**src/rtl/matrix_mul_stream.sv**
```systemverilog
// Streaming matrix multiplier: C = A*B or C += A*B through one sequential MAC.
// Config, operand and result are valid/ready streams; A/B/C live in internal registers.
module matrix_mul_stream #(
    parameter int DATA_W = 16,
    parameter int ACC_W  = 40,
    parameter int MAX_M  = 8,
    parameter int MAX_K  = 8,
    parameter int MAX_N  = 8
) (
    input  logic                     clk,
    input  logic                     rst,
    input  logic                     cfg_valid,
    output logic                     cfg_ready,
    input  logic [$clog2(MAX_M):0]   cfg_m,
    input  logic [$clog2(MAX_K):0]   cfg_k,
    input  logic [$clog2(MAX_N):0]   cfg_n,
    input  logic                     cfg_acc,
    input  logic                     in_valid,
    output logic                     in_ready,
    input  logic [DATA_W-1:0]        in_data,
    output logic                     out_valid,
    input  logic                     out_ready,
    output logic [ACC_W-1:0]         out_data,
    output logic                     out_last,
    output logic                     busy,
    output logic                     done,
    output logic                     err
);
    localparam int MW  = $clog2(MAX_M) + 1;
    localparam int KW  = $clog2(MAX_K) + 1;
    localparam int NW  = $clog2(MAX_N) + 1;
    localparam int CW  = (MW > KW) ? ((MW > NW) ? MW : NW) : ((KW > NW) ? KW : NW);
    localparam int AAW = (MAX_M * MAX_K > 1) ? $clog2(MAX_M * MAX_K) : 1;
    localparam int BAW = (MAX_K * MAX_N > 1) ? $clog2(MAX_K * MAX_N) : 1;
    localparam int CAW = (MAX_M * MAX_N > 1) ? $clog2(MAX_M * MAX_N) : 1;

    typedef enum logic [2:0] {IDLE, LOAD_A, LOAD_B, COMPUTE, DRAIN} state_t;

    typedef struct packed {
        logic [CW-1:0] m;
        logic [CW-1:0] k;
        logic [CW-1:0] n;
        logic          acc;
    } job_t;

    state_t state, state_nx;
    job_t   job;

    logic [CW-1:0]    ld_r, ld_c;
    logic [CW-1:0]    i_cnt, j_cnt, kk_cnt;
    logic [ACC_W-1:0] acc_q;
    logic             c_valid;
    logic             err_q, done_q;

    logic [DATA_W-1:0] a_mem [MAX_M*MAX_K];
    logic [DATA_W-1:0] b_mem [MAX_K*MAX_N];
    logic [ACC_W-1:0]  c_mem [MAX_M*MAX_N];

    // Handshakes and loop-end flags
    logic cfg_fire, cfg_bad, ld_fire, out_fire;
    logic [CW-1:0] lim_r, lim_c;
    logic ld_col_end, ld_last;
    logic kk_end, j_end, i_end, mac_last, drain_last;

    assign cfg_fire = cfg_valid && cfg_ready;
    assign cfg_bad  = (cfg_m == '0) || (int'(cfg_m) > MAX_M) ||
                      (cfg_k == '0) || (int'(cfg_k) > MAX_K) ||
                      (cfg_n == '0) || (int'(cfg_n) > MAX_N);
    assign ld_fire  = in_valid && in_ready;
    assign out_fire = out_valid && out_ready;

    // LOAD_A walks an m x k grid, LOAD_B a k x n grid
    assign lim_r      = (state == LOAD_A) ? job.m : job.k;
    assign lim_c      = (state == LOAD_A) ? job.k : job.n;
    assign ld_col_end = (ld_c == lim_c - CW'(1));
    assign ld_last    = ld_col_end && (ld_r == lim_r - CW'(1));

    assign kk_end     = (kk_cnt == job.k - CW'(1));
    assign j_end      = (j_cnt  == job.n - CW'(1));
    assign i_end      = (i_cnt  == job.m - CW'(1));
    assign mac_last   = kk_end && j_end && i_end;
    assign drain_last = j_end && i_end;

    // Addresses: storage is laid out at MAX stride regardless of job dims
    logic [AAW-1:0] ld_a_addr, mac_a_addr;
    logic [BAW-1:0] ld_b_addr, mac_b_addr;
    logic [CAW-1:0] c_addr;

    assign ld_a_addr  = AAW'(int'(ld_r)  * MAX_K + int'(ld_c));
    assign ld_b_addr  = BAW'(int'(ld_r)  * MAX_N + int'(ld_c));
    assign mac_a_addr = AAW'(int'(i_cnt) * MAX_K + int'(kk_cnt));
    assign mac_b_addr = BAW'(int'(kk_cnt) * MAX_N + int'(j_cnt));
    assign c_addr     = CAW'(int'(i_cnt) * MAX_N + int'(j_cnt));

    // MAC datapath
    logic signed [DATA_W-1:0]   a_op, b_op;
    logic signed [2*DATA_W-1:0] prod;
    logic signed [ACC_W-1:0]    prod_ext;
    logic [ACC_W-1:0]           mac_base, mac_sum;

    assign a_op     = a_mem[mac_a_addr];
    assign b_op     = b_mem[mac_b_addr];
    assign prod     = a_op * b_op;
    assign prod_ext = ACC_W'(prod);

    always_comb begin
        mac_base = acc_q;
        if (kk_cnt == '0)
            mac_base = (job.acc && c_valid) ? c_mem[c_addr] : '0;
        mac_sum = mac_base + prod_ext;
    end

    // FSM state register
    always_ff @(posedge clk) begin
        if (rst) state <= IDLE;
        else     state <= state_nx;
    end

    // FSM next state
    always_comb begin
        state_nx = state;
        case (state)
            IDLE:    if (cfg_fire && !cfg_bad)   state_nx = LOAD_A;
            LOAD_A:  if (ld_fire && ld_last)     state_nx = LOAD_B;
            LOAD_B:  if (ld_fire && ld_last)     state_nx = COMPUTE;
            COMPUTE: if (mac_last)               state_nx = DRAIN;
            DRAIN:   if (out_fire && drain_last) state_nx = IDLE;
            default:                             state_nx = IDLE;
        endcase
    end

    // FSM outputs
    always_comb begin
        cfg_ready = (state == IDLE);
        in_ready  = (state == LOAD_A) || (state == LOAD_B);
        out_valid = (state == DRAIN);
        out_last  = (state == DRAIN) && drain_last;
        out_data  = (state == DRAIN) ? c_mem[c_addr] : '0;
        busy      = (state != IDLE);
    end

    assign done = done_q;
    assign err  = err_q;

    // Counters, job latch and status flags
    always_ff @(posedge clk) begin
        if (rst) begin
            job     <= '0;
            ld_r    <= '0;
            ld_c    <= '0;
            i_cnt   <= '0;
            j_cnt   <= '0;
            kk_cnt  <= '0;
            acc_q   <= '0;
            c_valid <= 1'b0;
            err_q   <= 1'b0;
            done_q  <= 1'b0;
        end else begin
            done_q <= 1'b0;
            case (state)
                IDLE: if (cfg_fire) begin
                    job.m   <= CW'(cfg_m);
                    job.k   <= CW'(cfg_k);
                    job.n   <= CW'(cfg_n);
                    job.acc <= cfg_acc;
                    err_q   <= cfg_bad;
                    ld_r    <= '0;
                    ld_c    <= '0;
                    i_cnt   <= '0;
                    j_cnt   <= '0;
                    kk_cnt  <= '0;
                end
                LOAD_A, LOAD_B: if (ld_fire) begin
                    if (ld_col_end) begin
                        ld_c <= '0;
                        ld_r <= ld_last ? '0 : ld_r + CW'(1);
                    end else begin
                        ld_c <= ld_c + CW'(1);
                    end
                end
                COMPUTE: begin
                    acc_q <= mac_sum;
                    if (kk_end) begin
                        kk_cnt <= '0;
                        if (j_end) begin
                            j_cnt <= '0;
                            i_cnt <= i_end ? '0 : i_cnt + CW'(1);
                        end else begin
                            j_cnt <= j_cnt + CW'(1);
                        end
                    end else begin
                        kk_cnt <= kk_cnt + CW'(1);
                    end
                    if (mac_last) c_valid <= 1'b1;
                end
                // i/j are reused as the drain read pointer
                DRAIN: if (out_fire) begin
                    if (j_end) begin
                        j_cnt <= '0;
                        i_cnt <= i_end ? '0 : i_cnt + CW'(1);
                    end else begin
                        j_cnt <= j_cnt + CW'(1);
                    end
                    if (drain_last) done_q <= 1'b1;
                end
                default: ;
            endcase
        end
    end

    // Operand and result storage, no reset needed on contents
    always_ff @(posedge clk) begin
        if (!rst && state == LOAD_A && ld_fire) a_mem[ld_a_addr] <= in_data;
        if (!rst && state == LOAD_B && ld_fire) b_mem[ld_b_addr] <= in_data;
        if (!rst && state == COMPUTE && kk_end) c_mem[c_addr]    <= mac_sum;
    end

endmodule

```
**config.mk**
```make
export PLATFORM = sky130hd
export DESIGN_NAME = matrix_mul_stream
export DESIGN_NICKNAME = d
export VERILOG_FILES = /design/src/rtl/matrix_mul_stream.sv
export SDC_FILE = /design/constraint.sdc
export NUM_CORES = 2
export LEC_CHECK = 0
export ABC_AREA = 1
export CAP_MARGIN = 30
export CELL_PAD_IN_SITES_DETAIL_PLACEMENT = 1
export CELL_PAD_IN_SITES_GLOBAL_PLACEMENT = 2
export CORE_ASPECT_RATIO = 0.5
export CORE_MARGIN = 2
export CORE_UTILIZATION = 35
export DETAILED_ROUTE_END_ITERATION = 10
export PLACE_DENSITY = 0.66
export SETUP_SLACK_MARGIN = 0.1
export SLEW_MARGIN = 20
export SYNTH_ARGS = -nofsm -noshare
export SYNTH_HDL_FRONTEND = slang
export SYNTH_MEMORY_MAX_BITS = 65536
export SYNTH_SLANG_ARGS = --single-unit
export TNS_END_PERCENT = 10
```
**constraint.sdc**
```tcl
create_clock -name clk -period 23.1 [get_ports clk]
set_clock_uncertainty 0.05 [all_clocks]
set_input_delay 2.31 -clock clk [delete_from_list [all_inputs] [get_ports clk]]
set_output_delay 2.31 -clock clk [all_outputs]
set_load 0.05 [all_outputs]
```
; ---- Yosys cells after proc, flatten, opt, wreduce, memory -nomap -nowiden
; Memory sizes are Yosys's and may differ from the RTL's.
; Cells that the tools add are included.
[totals]
ff_bits = 79
latch_bits = 0
ram_bits = 4608
mem_bits_ro = 0
output_inout_bits = 47
wordCells = 138
memories = 3
[mem_list]
columns = name, depth, word_bits, read_ports, rd_ports_with_merged_regs, wr, line
row1 = c_mem, 64, 40, 1, 0, 1, 57  ; logic [ACC_W-1:0] c_mem [MAX_M*MAX_N];
row2 = a_mem, 64, 16, 1, 0, 1, 55  ; logic [DATA_W-1:0] a_mem [MAX_M*MAX_K];
row3 = b_mem, 64, 16, 1, 0, 1, 56  ; logic [DATA_W-1:0] b_mem [MAX_K*MAX_N];
[classes]
n_addsub = 15
multipliers = 1
div = 0
magnitude_cmp = 3
n_eq_ne = 19
shift = 0
mux = 37
n_bitwise = 2
reduce_logical = 44
[ops]
columns = cell, count
row1 = 2-to-1 mux 40 bit, 3
row2 = 2-to-1 mux 4 bit, 16
row3 = adder 40 bit, 1
row4 = multiplier 16 x 16 -> 32 bit, 1
row5 = adder 6 x 4 -> 6 bit, 4
row6 = case mux 4 bit (2 select lines), 3
row7 = case mux 4 bit (3 select lines), 2
row8 = "adder 4 x 1 -> 4 bit, second input constant", 5
row9 = equality test 4 bit, 5
row10 = "subtractor 4 x 1 -> 4 bit, second input constant", 5
row11 = logical AND 1 bit, 18
row12 = logical NOT 4 bit, 4
row13 = 2-to-1 mux 3 bit, 5
row14 = case mux 3 bit (5 select lines), 1
row15 = "> comparator 4 bit, second input constant", 3
row16 = "inequality test 2 bit, second input constant", 6
row17 = "inequality test 2 x 1 -> 1 bit, second input constant", 4
row18 = AND reduction 4 bit, 2
row19 = 2-to-1 mux 1 bit, 7
row20 = "equality test 3 x 2 -> 1 bit, second input constant", 2
row21 = logical OR 1 bit, 6
row22 = AND reduction 2 bit, 3
row23 = nonzero test 3 bit, 2
row24 = AND reduction 5 bit, 1
row25 = other kinds (9), 12

; ---- Logic depth before layout (Yosys ltp)
[depth]
ltp_word = 10
mapped_depth = 60

; ---- Least setup slack after synthesis
; Ideal clock, no wire load.
[synth_timing]
path_kind = flip-flop to flip-flop
start = register j_cnt[0]
end = memory c_mem[0][33], data pin
setup_ps = 572
arrival_ps = 10151
setup_slack_ps = 12326
stages_incl_launch_ff = 48
n_path_buf = 4
path_cell_list = dfxtp_1 buf_6 inv_8 buf_6 nand3_4 inv_2 buf_6 a22o_1 a221oi_1 nand4_1 o211ai_1 nand2_1 nand2_1 o21ai_1 inv_1 buf_2 nor2_1 fa_1 (+12 left out) o21ai_1 a21boi_0 o21ai_1 a21oi_1 o21ai_1 nand2_1 nand2_1 nand2_1 nand2_1 ha_1 a21oi_1 nor2_1 a211oi_1 o211a_1 nand2_1 inv_1 o21ai_2 xnor2_1
[synth_via]
elab_chain_len = 5
word_cells_on_any_way = 8
[synth_rtl]
columns = item, line
row1 = "start, declared", 50  ; logic [CW-1:0] i_cnt, j_cnt, kk_cnt;
row2 = "start signal, assigned", 189  ; j_cnt <= j_cnt + CW'(1);
row3 = "start signal, assigned", 202  ; j_cnt <= j_cnt + CW'(1);
row4 = branches (longest 4 deep; another with multiplier 16 x 16 -> 32 bit), --
row5 = adder 40 bit (*), 110  ; mac_sum = mac_base + prod_ext;
row6 = via mac_sum[33], 99  ; logic [ACC_W-1:0] mac_base, mac_sum;
row7 = "end, declared", 57
; Mark *: on every way through the listed nets, which the timed path passes.

; ---- Worst setup path in the final report
[layout_timing]
start = register j_cnt[1]
end = memory c_mem[5][36], data pin
; Same word-level chain as after synthesis.

==> metrics <==
status finished clean; Final Hold Vio Count 0; DRC Markers 0; nets 14200; R2R Setup Slk 8.94 ns; Worst Min Path Start err$_SDFFE_PP0P_; drt total wl 678000 µm; Vias/cell 5.66; clock sink count 4687; fin crit share 0.613; routability cong. 0.833; Detailed Routing Iterations Pass 1 6; hold_buf cts 0; grt ovf 0; R2R depth 43; CP Max Fanout 64; first-pass GRT wire length 953000 µm; Hold Path Sink err$_SDFFE_PP0P_; Final Cell Area 215000 µm²; CP dominant cell by count nand2_1; post-synth top area share 0.727; Crit-path slowest cell fa_1; Setup CP Type flip-flop to flip-flop; setup TNS 0 ns; Critical Path RT 23.83 ns; hold-critical path depth 2; Bufs on Longest Clock Path 4; die height 525 µm; leading area contributor after synthesis edfxtp_1; Avg WL per Cell 31.8 µm; syn_area_per_cell 14.1 µm²; Placed Instance Area 202000 µm²; TritonCTS clock tree built; core footprint 542000 µm²; crit path DAT 14.88 ns; Yosys reg bits 4687; largest net degree at the start of global routing 159; CP startpoint kind flip-flop; post-CTS setup buffer count 0; share of layout cells above drive strength 1 0.0991; PostCTS Resize Cnt 0; EDFF count, synth 4608; Root Driver clkbuf_16; crit-path max cell delay 0.92 ns; Skew-Pair Late Insertion Delay 1.09 ns; Starting Density 0.351; # H-tree levels 5; initial DRC count 13700; Final Slew Violations 0; sequential fraction of the synthesis area 0.735; R2R Path End c_mem[5][36]$_DFFE_PP_; Synth Flop Type edfxtp_1; vias in the first global route 123000; Setup violations, final 0; Max-slew headroom 0.279; fmax 70.6 MHz; maxcap violations 0; CTS buffer count 429; cells after synthesis 13500; Total Routing Usage GR 0.240; reg2reg start j_cnt[1]$_SDFFE_PP0P_; Synth area leaders edfxtp_1, nand2_1, fa_1; DP HPWL 390000 µm; Mapped Nets 14000; site row count 191; boundary pin count 81; Slew @ Worst Pin 1.08 ns; RSZ-0062 raised after global routing no; CP endpoint kind flip-flop; Die W 1050 µm; initial antenna violation count 33; die area 550000 µm²; Post-synth ARST share 0; clock slew at reported path FFs 0.07 ns; remaining antenna violation count 0; Tmin final 14.16 ns; via count 121000; PortBufs 80; Hold Crit Class flip-flop to flip-flop; Netlist Area Pre-Place 190000 µm²; Synth cell types 68; synth warn 0; area grow syn2layout 13.2%
[how the worst max path moves through the flow]
stage,end,cells past startpoint,from
detailed placement,c_mem[24][36]$_DFFE_PP_,46,j_cnt[1]$_SDFFE_PP0P_
global route,c_mem[50][36]$_DFFE_PP_,46,kk_cnt[0]$_SDFFE_PP0P_
finish,c_mem[5][36]$_DFFE_PP_,43,j_cnt[1]$_SDFFE_PP0P_
global placement,c_mem[28][36]$_DFFE_PP_,46,j_cnt[1]$_SDFFE_PP0P_
CTS,c_mem[50][36]$_DFFE_PP_,46,j_cnt[1]$_SDFFE_PP0P_
floorplan,c_mem[0][33]$_DFFE_PP_,47,j_cnt[0]$_SDFFE_PP0P_
[cell usage in the layout (no fill, tap or decap), drive strengths merged, types with 79 or more instances in the layout]
cell and instances:
fa 263, nand2 2484, a22oi 427, ha 139
nor2 1024, dfxtp 79, inv 646, o22ai 272
nor3 140, a21oi 240, o21ai 825, buf 471
clkinv 211, nand4 394, a221oi 397, clkbuf 526
a22o 324, nand3 152, edfxtp 4608
[state kept, by name (all words and copies together) (netlist names), 13 cells and up]
register / cells
acc_q: 40
job: 13
a_mem: 1024
b_mem: 1024
c_mem: 2560
[metal layers]
metal  global-route usage  up-vias  share of wire  wire, µm
met1                0.339    64400           0.43    292000
li1                     -    50800              -         -
met4               0.0678        4          0.031     21300
met3               0.0282      901          0.067     45500
met2                0.393     4589           0.47    318000
met5                    0        -       0.000040        27
[worst max-delay path: cells and delay by family (launching register included)]
family / cells / cell delay (ns)
buffers and inverters: 10 / 3.34
adders and majority gates: 8 / 4.26
AOI/OAI and AO/OA: 5 / 1.56
DFF: 1 / 0.87
and+or+nand+nor: 20 / 3.56
[stage by stage]
stage / util / setup WS (ns) / hold slack (ns) / instances
finish: 0.398 / 8.94 / 0.408 / 21300
global route: 0.398 / 8.11 / 0.455 / 21300
CTS: 0.397 / 8.53 / 0.415 / 21300
detailed placement: 0.372 / 8.58 / 0.404 / 20500
global placement: 0.371 / 8.60 / 0.405 / 20500
floorplan: - / 12.33 / 0.381 / 13500
[area by class of cell]
type | count | area (µm²)
fill | 55300 | 326000
sequential | 4687 | 140000
multi-input combinational | 7422 | 45400
clock buffer | 526 | 11100
tap | 7237 | 9050
timing repair buffer | 534 | 4770
inverter | 645 | 2540
clock inverter | 261 | 2490
antenna | 15 | 37.5
[cell families (layout without fill, tap and decap cells)]
logic type      count (synthesis)  in the layout  synth area share
flops                        4687           4687             0.735
simple gates                 4244           4244            0.0922
compound gates               2680           2680            0.0960
buf+inv                      1410           1966            0.0354
fa+ha+maj                     402            402            0.0368
xor+xnor                       96             96           0.00442
other cells                     0             15                 0
[Yosys cell counts, drive strengths merged (79+ instances only)]
cell	n
buf	419
a22oi	427
nor2	1024
o22ai	272
fa	263
a22o	324
nand2	2484
nand4	394
clkbuf	346
ha	139
a21oi	240
o21ai	825
a221oi	397
dfxtp	79
nor3	140
inv	636
nand3	152
edfxtp	4608
Power is not shown: default switching activity piles up to over one toggle a cycle in this logic, so the estimate is an artifact.
